===== config.mk =====
export PLATFORM = sky130hd
export DESIGN_NAME = hazard_ctrl_flat
export DESIGN_NICKNAME = d
export VERILOG_FILES = /design/src/rtl/hazard_if.sv /design/src/rtl/hazard_ctrl.sv /design/src/flat_wrapper.sv
export SDC_FILE = /design/constraint.sdc
export NUM_CORES = 1
export LEC_CHECK = 0
export ABC_CLOCK_PERIOD_IN_PS = 1500
export BUFFER_PORTS_ARGS = -buffer_cell sky130_fd_sc_hd__buf_2
export CELL_PAD_IN_SITES_DETAIL_PLACEMENT = 1
export CELL_PAD_IN_SITES_GLOBAL_PLACEMENT = 1
export CORE_MARGIN = 2
export CORE_UTILIZATION = 26
export DETAILED_ROUTE_END_ITERATION = 7
export PLACE_DENSITY = 0.79
export SYNTH_ARGS = -nofsm -noshare
export SYNTH_HDL_FRONTEND = slang
export SYNTH_SLANG_ARGS = --single-unit

===== constraint.sdc =====
create_clock -name clk -period 1.5 [get_ports clk]
set_input_delay 0.075 -clock clk [delete_from_list [all_inputs] [get_ports clk]]
set_output_delay 0.075 -clock clk [all_outputs]
set_load 0.02 [all_outputs]

===== src/rtl/hazard_if.sv =====
// Decode-stage hazard bundle between the pipeline datapath (master) and the
// hazard/debug sequencer (slave).
interface hazard_if;
  logic [31:0] id_instr;
  logic        idex_memread;
  logic [4:0]  idex_rt;
  logic        branch_taken;
  logic        halt_req;
  logic        resume;
  logic        pc_write;
  logic        ifid_write;
  logic        ifid_flush;
  logic        idex_bubble;
  logic [1:0]  ext_mode;
  logic        halted;

  modport master (
    output id_instr, idex_memread, idex_rt, branch_taken, halt_req, resume,
    input  pc_write, ifid_write, ifid_flush, idex_bubble, ext_mode, halted
  );

  modport slave (
    input  id_instr, idex_memread, idex_rt, branch_taken, halt_req, resume,
    output pc_write, ifid_write, ifid_flush, idex_bubble, ext_mode, halted
  );
endinterface


===== src/rtl/hazard_ctrl.sv =====
// Decode-stage sequencer: load-use stall, branch flush, immediate-extend mode and
// debug halt/drain/resume. Optional HAZARD_STATS_EN adds stall/flush event counters.
module hazard_ctrl #(
  parameter int PIPE_DRAIN = 3
) (
  input  logic        clk,
  input  logic        reset,
  hazard_if.slave     bus
`ifdef HAZARD_STATS_EN
  ,
  output logic [15:0] stall_count,
  output logic [15:0] flush_count
`endif
);

  typedef enum logic [1:0] {
    RUN   = 2'b00,
    DRAIN = 2'b01,
    HALT  = 2'b10
  } state_t;

  localparam logic [2:0] DRAIN_INIT = 3'(PIPE_DRAIN - 1);

  function automatic logic [1:0] ext_decode(input logic [5:0] opc);
    case (opc)
      6'h0C, 6'h0D, 6'h0E: return 2'b01;
      6'h0F:               return 2'b10;
      default:             return 2'b00;
    endcase
  endfunction

  function automatic logic [15:0] sat_inc(input logic [15:0] v);
    return (v == 16'hFFFF) ? v : v + 16'd1;
  endfunction

  logic [5:0] op;
  logic [4:0] rs;
  logic [4:0] rt;
  logic       uses_rt;
  logic       load_use;
  logic       unused_imm;

  assign op         = bus.id_instr[31:26];
  assign rs         = bus.id_instr[25:21];
  assign rt         = bus.id_instr[20:16];
  assign unused_imm = ^bus.id_instr[15:0];

  always_comb begin
    uses_rt = 1'b0;
    case (op)
      6'h00, 6'h04, 6'h05, 6'h28, 6'h29, 6'h2B: uses_rt = 1'b1;
      default:                                  uses_rt = 1'b0;
    endcase
  end

  // rt only counts as a source for formats that actually read it
  assign load_use = bus.idex_memread & (bus.idex_rt != 5'd0) &
                    ((bus.idex_rt == rs) | (uses_rt & (bus.idex_rt == rt)));

  state_t     state_q;
  state_t     state_d;
  logic [2:0] cnt_q;
  logic [2:0] cnt_d;
  logic       pc_write;
  logic       ifid_write;
  logic       ifid_flush;
  logic       idex_bubble;
  logic       halted;
  logic [1:0] ext_mode_p1;

  always_comb begin
    state_d     = RUN;
    cnt_d       = cnt_q;
    pc_write    = 1'b0;
    ifid_write  = 1'b0;
    ifid_flush  = 1'b0;
    idex_bubble = 1'b1;
    halted      = 1'b0;
    case (state_q)
      RUN: begin
        state_d = RUN;
        if (bus.branch_taken) begin
          pc_write    = 1'b1;
          ifid_write  = 1'b1;
          ifid_flush  = 1'b1;
          idex_bubble = 1'b0;
        end else if (load_use) begin
          idex_bubble = 1'b1;
        end else if (bus.halt_req) begin
          ifid_flush = 1'b1;
          cnt_d      = DRAIN_INIT;
          state_d    = (PIPE_DRAIN == 1) ? HALT : DRAIN;
        end else begin
          pc_write    = 1'b1;
          ifid_write  = 1'b1;
          idex_bubble = 1'b0;
        end
      end
      DRAIN: begin
        // drain runs to completion even if halt_req drops
        cnt_d   = cnt_q - 3'd1;
        state_d = (cnt_q <= 3'd1) ? HALT : DRAIN;
      end
      HALT: begin
        halted  = 1'b1;
        state_d = bus.resume ? RUN : HALT;
      end
      default: state_d = RUN;
    endcase
  end

  // ID -> EX boundary: extender mode travels with the instruction entering EX
  always_ff @(posedge clk) begin
    if (reset) begin
      state_q     <= RUN;
      cnt_q       <= 3'd0;
      ext_mode_p1 <= 2'b00;
    end else begin
      state_q     <= state_d;
      cnt_q       <= cnt_d;
      ext_mode_p1 <= idex_bubble ? 2'b00 : ext_decode(op);
    end
  end

`ifdef HAZARD_STATS_EN
  always_ff @(posedge clk) begin
    if (reset) begin
      stall_count <= 16'd0;
      flush_count <= 16'd0;
    end else if (state_q == RUN) begin
      if (bus.branch_taken) begin
        flush_count <= sat_inc(flush_count);
      end else if (load_use) begin
        stall_count <= sat_inc(stall_count);
      end
    end
  end
`else
  logic [15:0] unused_sat;
  assign unused_sat = sat_inc(16'd0);
`endif

  assign bus.pc_write    = pc_write;
  assign bus.ifid_write  = ifid_write;
  assign bus.ifid_flush  = ifid_flush;
  assign bus.idex_bubble = idex_bubble;
  assign bus.ext_mode    = ext_mode_p1;
  assign bus.halted      = halted;

endmodule

===== src/flat_wrapper.sv =====
// flat-port wrapper written by rule: the top's interface ports become plain ports
module hazard_ctrl_flat 
#(
  parameter int PIPE_DRAIN = 3
)
  (clk, reset, bus_id_instr, bus_idex_memread, bus_idex_rt, bus_branch_taken, bus_halt_req, bus_resume, bus_pc_write, bus_ifid_write, bus_ifid_flush, bus_idex_bubble, bus_ext_mode, bus_halted);
  hazard_if bus_i ();
  input  logic clk;
  input  logic reset;
  input wire logic [$bits(bus_i.id_instr)-1:0] bus_id_instr;
  input wire logic [$bits(bus_i.idex_memread)-1:0] bus_idex_memread;
  input wire logic [$bits(bus_i.idex_rt)-1:0] bus_idex_rt;
  input wire logic [$bits(bus_i.branch_taken)-1:0] bus_branch_taken;
  input wire logic [$bits(bus_i.halt_req)-1:0] bus_halt_req;
  input wire logic [$bits(bus_i.resume)-1:0] bus_resume;
  output wire logic [$bits(bus_i.pc_write)-1:0] bus_pc_write;
  output wire logic [$bits(bus_i.ifid_write)-1:0] bus_ifid_write;
  output wire logic [$bits(bus_i.ifid_flush)-1:0] bus_ifid_flush;
  output wire logic [$bits(bus_i.idex_bubble)-1:0] bus_idex_bubble;
  output wire logic [$bits(bus_i.ext_mode)-1:0] bus_ext_mode;
  output wire logic [$bits(bus_i.halted)-1:0] bus_halted;
  assign bus_i.id_instr = bus_id_instr;
  assign bus_i.idex_memread = bus_idex_memread;
  assign bus_i.idex_rt = bus_idex_rt;
  assign bus_i.branch_taken = bus_branch_taken;
  assign bus_i.halt_req = bus_halt_req;
  assign bus_i.resume = bus_resume;
  assign bus_pc_write = bus_i.pc_write;
  assign bus_ifid_write = bus_i.ifid_write;
  assign bus_ifid_flush = bus_i.ifid_flush;
  assign bus_idex_bubble = bus_i.idex_bubble;
  assign bus_ext_mode = bus_i.ext_mode;
  assign bus_halted = bus_i.halted;
  hazard_ctrl #(.PIPE_DRAIN(PIPE_DRAIN)) u_core (.clk(clk), .reset(reset), .bus(bus_i));
endmodule

Word level (Yosys, flattened, before mapping)
Cells that the tools add are included.
Widths: inputs -> output; s select.
{"block": "classes", "add_sub_neg": 1, "order_cmp": 1, "n_eq_ne": 16, "muxes": 24, "n_bitwise": 4, "n_reduce_logical": 8}
{"cell": "$eq 6x4->1 const B", "n": 4}
{"cell": "$eq 6x6->1 const B", "n": 3}
{"cell": "$mux 1", "n": 14}
{"cell": "$eq 6x3->1 const B", "n": 2}
{"cell": "$eq 5x5->1", "n": 2}
{"cell": "$mux 3", "n": 3}
{"cell": "$mux 2", "n": 4}
{"cell": "$logic_not 6->1", "n": 1}
{"cell": "$ne 2x2->1 const B", "n": 3}
{"cell": "$pmux 2 s3", "n": 1}
{"cell": "$pmux 3 s2", "n": 1}
{"cell": "$reduce_or 6->1", "n": 1}
{"cell": "$reduce_bool 5->1", "n": 1}
{"cell": "$pmux 2 s2", "n": 1}
{"cell": "$reduce_and 4->1", "n": 1}
{"cell": "$and 1x1->1", "n": 3}
{"cell": "$le 3x1->1 const B", "n": 1}
{"cell": "$reduce_or 3->1", "n": 1}
{"cell": "$sub 3x1->3 const B", "n": 1}
{"cell": "$eq 2x1->1 const B", "n": 1}
{"cell": "$eq 2x2->1 const B", "n": 1}
{"cell": "$logic_not 2->1", "n": 1}
{"cell": "$reduce_bool 2->1", "n": 1}
{"cell": "$reduce_or 2->1", "n": 1}
{"cell": "$or 1x1->1", "n": 1}
{"block": "word_totals", "regBits": 7, "in_bits": 43, "output_inout_bits": 7, "word_cells": 57}

Depth between registers and ports, before layout
{"block": "logic_depth", "depth_word": 10, "mapped_depth": 6, "mapped_depth_nobuf": 6}

Worst setup path before layout
Ideal clock, no wire load.
{"block": "synth_path", "path_kind": "input port to output port", "from": "input bus_idex_rt[4]", "to": "output bus_pc_write", "arrival_time_ns": 1.464, "required_time_ns": 1.425, "path_slack_ns": -0.039, "cell_stages": 6, "path_buffers": 1, "cell_sequence": "xor2_1 -> nor4_2 -> nand3_2 -> a32oi_4 -> inv_1 -> buf_4"}
{"block": "synth_via", "elab_chain_cells": 7, "elab_cells_between_ends": 10, "classes_between": "eq/ne (2); mux (3); bitwise (4); reduce/logical (1)"}
{"element": "start: declaration", "line": "flat_wrapper.sv:12", "source": "input wire logic [$bits(bus_i.idex_rt)-1:0] bus_idex_rt;"}
{"element": "$eq 5x5->1", "line": "hazard_ctrl.sv:58", "source": "((bus.idex_rt == rs) | (uses_rt & (bus.idex_rt == rt)));"}
{"element": "$and 1x1->1", "line": "hazard_ctrl.sv:58"}
{"element": "$or 1x1->1", "line": "hazard_ctrl.sv:58"}
{"element": "$and 1x1->1 *", "line": "hazard_ctrl.sv:57", "source": "assign load_use = bus.idex_memread & (bus.idex_rt != 5'd0) &"}
{"element": "$mux 1 * (3 in a row)"}
{"element": "end: declaration", "line": "flat_wrapper.sv:16", "source": "output wire logic [$bits(bus_i.pc_write)-1:0] bus_pc_write;"}
Every way passes the cells marked *; elsewhere a longest branch is shown, timed or not.

Worst setup path in the final report
{"block": "layout_path", "from": "input bus_idex_rt[0]", "to": "output bus_pc_write"}
{"block": "layout_via", "elab_chain_cells": 7, "elab_cells_between_ends": 10, "classes_between": "eq/ne (2); mux (3); bitwise (4); reduce/logical (1)"}
{"element": "$eq 5x5->1", "line": "hazard_ctrl.sv:58"}
{"element": "$and 1x1->1", "line": "hazard_ctrl.sv:58"}
{"element": "$or 1x1->1", "line": "hazard_ctrl.sv:58"}
{"element": "$and 1x1->1 *", "line": "hazard_ctrl.sv:57"}
{"element": "$mux 1 *", "line": "hazard_ctrl.sv:87", "source": "end else if (load_use) begin"}
{"element": "$mux 1 *", "line": "hazard_ctrl.sv:82", "source": "if (bus.branch_taken) begin"}
{"element": "$mux 1 *", "line": "hazard_ctrl.sv:79", "source": "case (state_q)"}
Marked as above.

==> impl_metrics.ini <==
[grt]
grt_max_degree = 8
grtUsageTotal_pct = 17.9
grt_antenna_before_repair = 0
grt_pass1_vias = 796
grt_pass1_wl_um = 3620
grt.overflow.total = 0

[run_status]
violations = negative setup slack
status = finished with violations

[finish]
drive_gt1_share_pct = 50.0
layout.nets = 166
final_common_cell = buf_2
diodes = 0
finalInstanceArea_um2 = 990
area_growth_pct = 54.8
final_cell_mix = buf_2, buf_4, xor2_1

[synth]
syn_area_um2 = 639
synth_cell_types = 32
synthFlopType = dfxtp_1
ys_warn_count = 0
async_reset_ff_share_pct = 0
syn_area_per_cell_um2 = 8.64
yosysSeqAreaShare_pct = 21.9
ys_seq_elements = 7
synth_nets = 119
syn_inst = 74
synth_edf_count = 0

[sta]
fmax_ghz = 0.648
fin_ws_ns = -0.0428
fin_crit_sh_pct = 103
finalMaxSlewViolations = 0
fin_crit_ns = 1.54
worst_pin_slew_ns = 0.310
fin_skew_ns = 0.00597
setup_viol = 4
hold_viol_final = 0
relSlewSlack_pct = 79.2
rsz0062_at_grt = yes

[die]
core_region_area_um2 = 2280
dieArea_um2 = 2870
rows = 17
dieWidth_um = 53.6
start_util_pct = 28.1
io_pins = 50
die_y_um = 53.6

[pwr]
clockPowerShare_pct = 27.9
p_int_mw = 0.420
seqPwrFrac_pct = 31.2
ir_drop_mv = 0.602
swShare_pct = 35.6
power_density_nw_per_um2 = 658
comb_power_share_pct = 40.9
power_switching_mw = 0.232
total_power_mw = 0.652
leakage_nw = 0.439

[clock_network]
cts_tree = built
cts-root-buf = clkbuf_4
cts_inserted_buffers = 3
clkLatencyLatePin_ns = 0.26
cts_hold_buf = 0
clkTransAtPathRegs_ns = 0.06
cts-htree-levels = 1
cts.sinks = 7
clock_path_buffers = 2

[critical_path]
crit_path_end_kind = output port
slowest_delay_ns = 0.34
worstPathRequired_ns = 1.42
crit_chain = buf_8 > buf_6 > xor2_2 > nor4_2 > nand3_2 > a32oi_4 > inv_2 > buf_6
start_kind = input port
rr_startpoint = u_core.state_q[1]
cp_common_cell = buf_6
worst_ep_arrival_time_ns = 1.47
worst-setup-path-type = in2out
crit_fanout = 3
startpoint = bus_idex_rt[0]
crit_slowest_cell = nor4_2

[routing]
drtPass1Iterations = 4
avgRoutedWirePerCell_um = 14.8
ant_nets = 0
vias = 770
via_per_inst = 5.20
drc = 0
drt_first_iter_violations = 14
wirelength_um = 2190

[worst_hold_path]
hold_class = in2reg
min_from = reset

[placed_design]
io_buffers = 33
placed_area_um2 = 877
place_hpwl_um = 1630
finalWeightedCongestion = 0.762

[job]
drv_cap = 0
## worst max-delay path, delay by kind of cell
family          cells  cell delay [ns]
compound gates      1             0.30
xor+xnor            1             0.14
simple gates        2             0.52
buf+inv             4             0.42
## timing repair
action | CTS | global route
pin swaps | 0 | 4
endpoints found under the setup margin | 4 | 6
buffers inserted | 0 | 4
resized for setup | 7 | 8
## routing by layer
layer | wire, um | track usage, % | vias up
met3 | 126 | 5.56 | 11
met1 | 758 | 17.7 | 364
met4 | 94 | 9.83 | 0
met2 | 1210 | 32.9 | 37
li1 | - | - | 358
met5 | 0 | 0 | -
## cells in the mapped netlist (2+ instances only)
cell,n,area (um2)
a31oi_1,3,18.8
dfxtp_1,7,140
nor2b_1,3,18.8
or4_1,3,22.5
inv_1,6,22.5
nand2_1,7,26.3
a21oi_1,5,25.0
xor2_1,10,87.6
nor2_1,6,22.5
ha_1,2,25.0
## flip-flops by register name, indices dropped and copies added (netlist names)
signal	cells
u_core.bus.ext_mode	2
u_core.cnt_q	3
u_core.state_q	2
## cell type report
class | instances | area (um2)
repair buffers | 43 | 272
inverters | 6 | 22.5
clock buffers | 4 | 26.3
flip-flops and latches | 7 | 140
multi-input cells | 60 | 494
well taps | 28 | 35.0
fillers | 272 | 1290
## power groups by stage
stage | Combinational, mW | Clock [mW] | Sequential (mW)
after floorplan | 0.133 | 0 | 0.207
after global routing | 0.290 | 0.200 | 0.205
final | 0.266 | 0.182 | 0.203
after global placement | 0.218 | 0 | 0.206
after CTS | 0.243 | 0.181 | 0.203
after detailed placement | 0.229 | 0 | 0.206
## kinds of logic after synthesis
logic type      count (synthesis)  synth area share, %
fa+ha+maj                       2                 3.91
compound gates                 18                 24.3
xor+xnor                       11                 15.1
simple gates                   29                 30.1
buf+inv                         7                 4.70
flops                           7                 21.9
## path summary, 6_finish.rpt
path | endpoint | slack (ns) | cells after the start
worst max-delay path | bus_pc_write | -0.04 | 8
worst min-delay path | u_core.cnt_q[0] | 0.08 | 2
worst max register to register | u_core.cnt_q[0] | 0.17 | 5
worst min register to register | u_core.cnt_q[1] | 0.55 | 2
## stage by stage
stage	setup slack (ns)	utilization, %	TNS (ns)	cells	hold slack [ns]
2_1_floorplan	0.0241	-	0	74	0.147
3_3_place_gp	-0.0216	38.5	-0.0413	140	0.351
3_5_place_dp	-0.0260	38.5	-0.120	140	0.350
5_1_grt	-0.110	43.5	-0.385	148	0.0915
4_1_cts	-0.0349	41.0	-0.0614	144	0.0810
6_report	-0.0428	43.5	-0.135	148	0.0847
No activity file was read; power rests on OpenSTA's default activity.
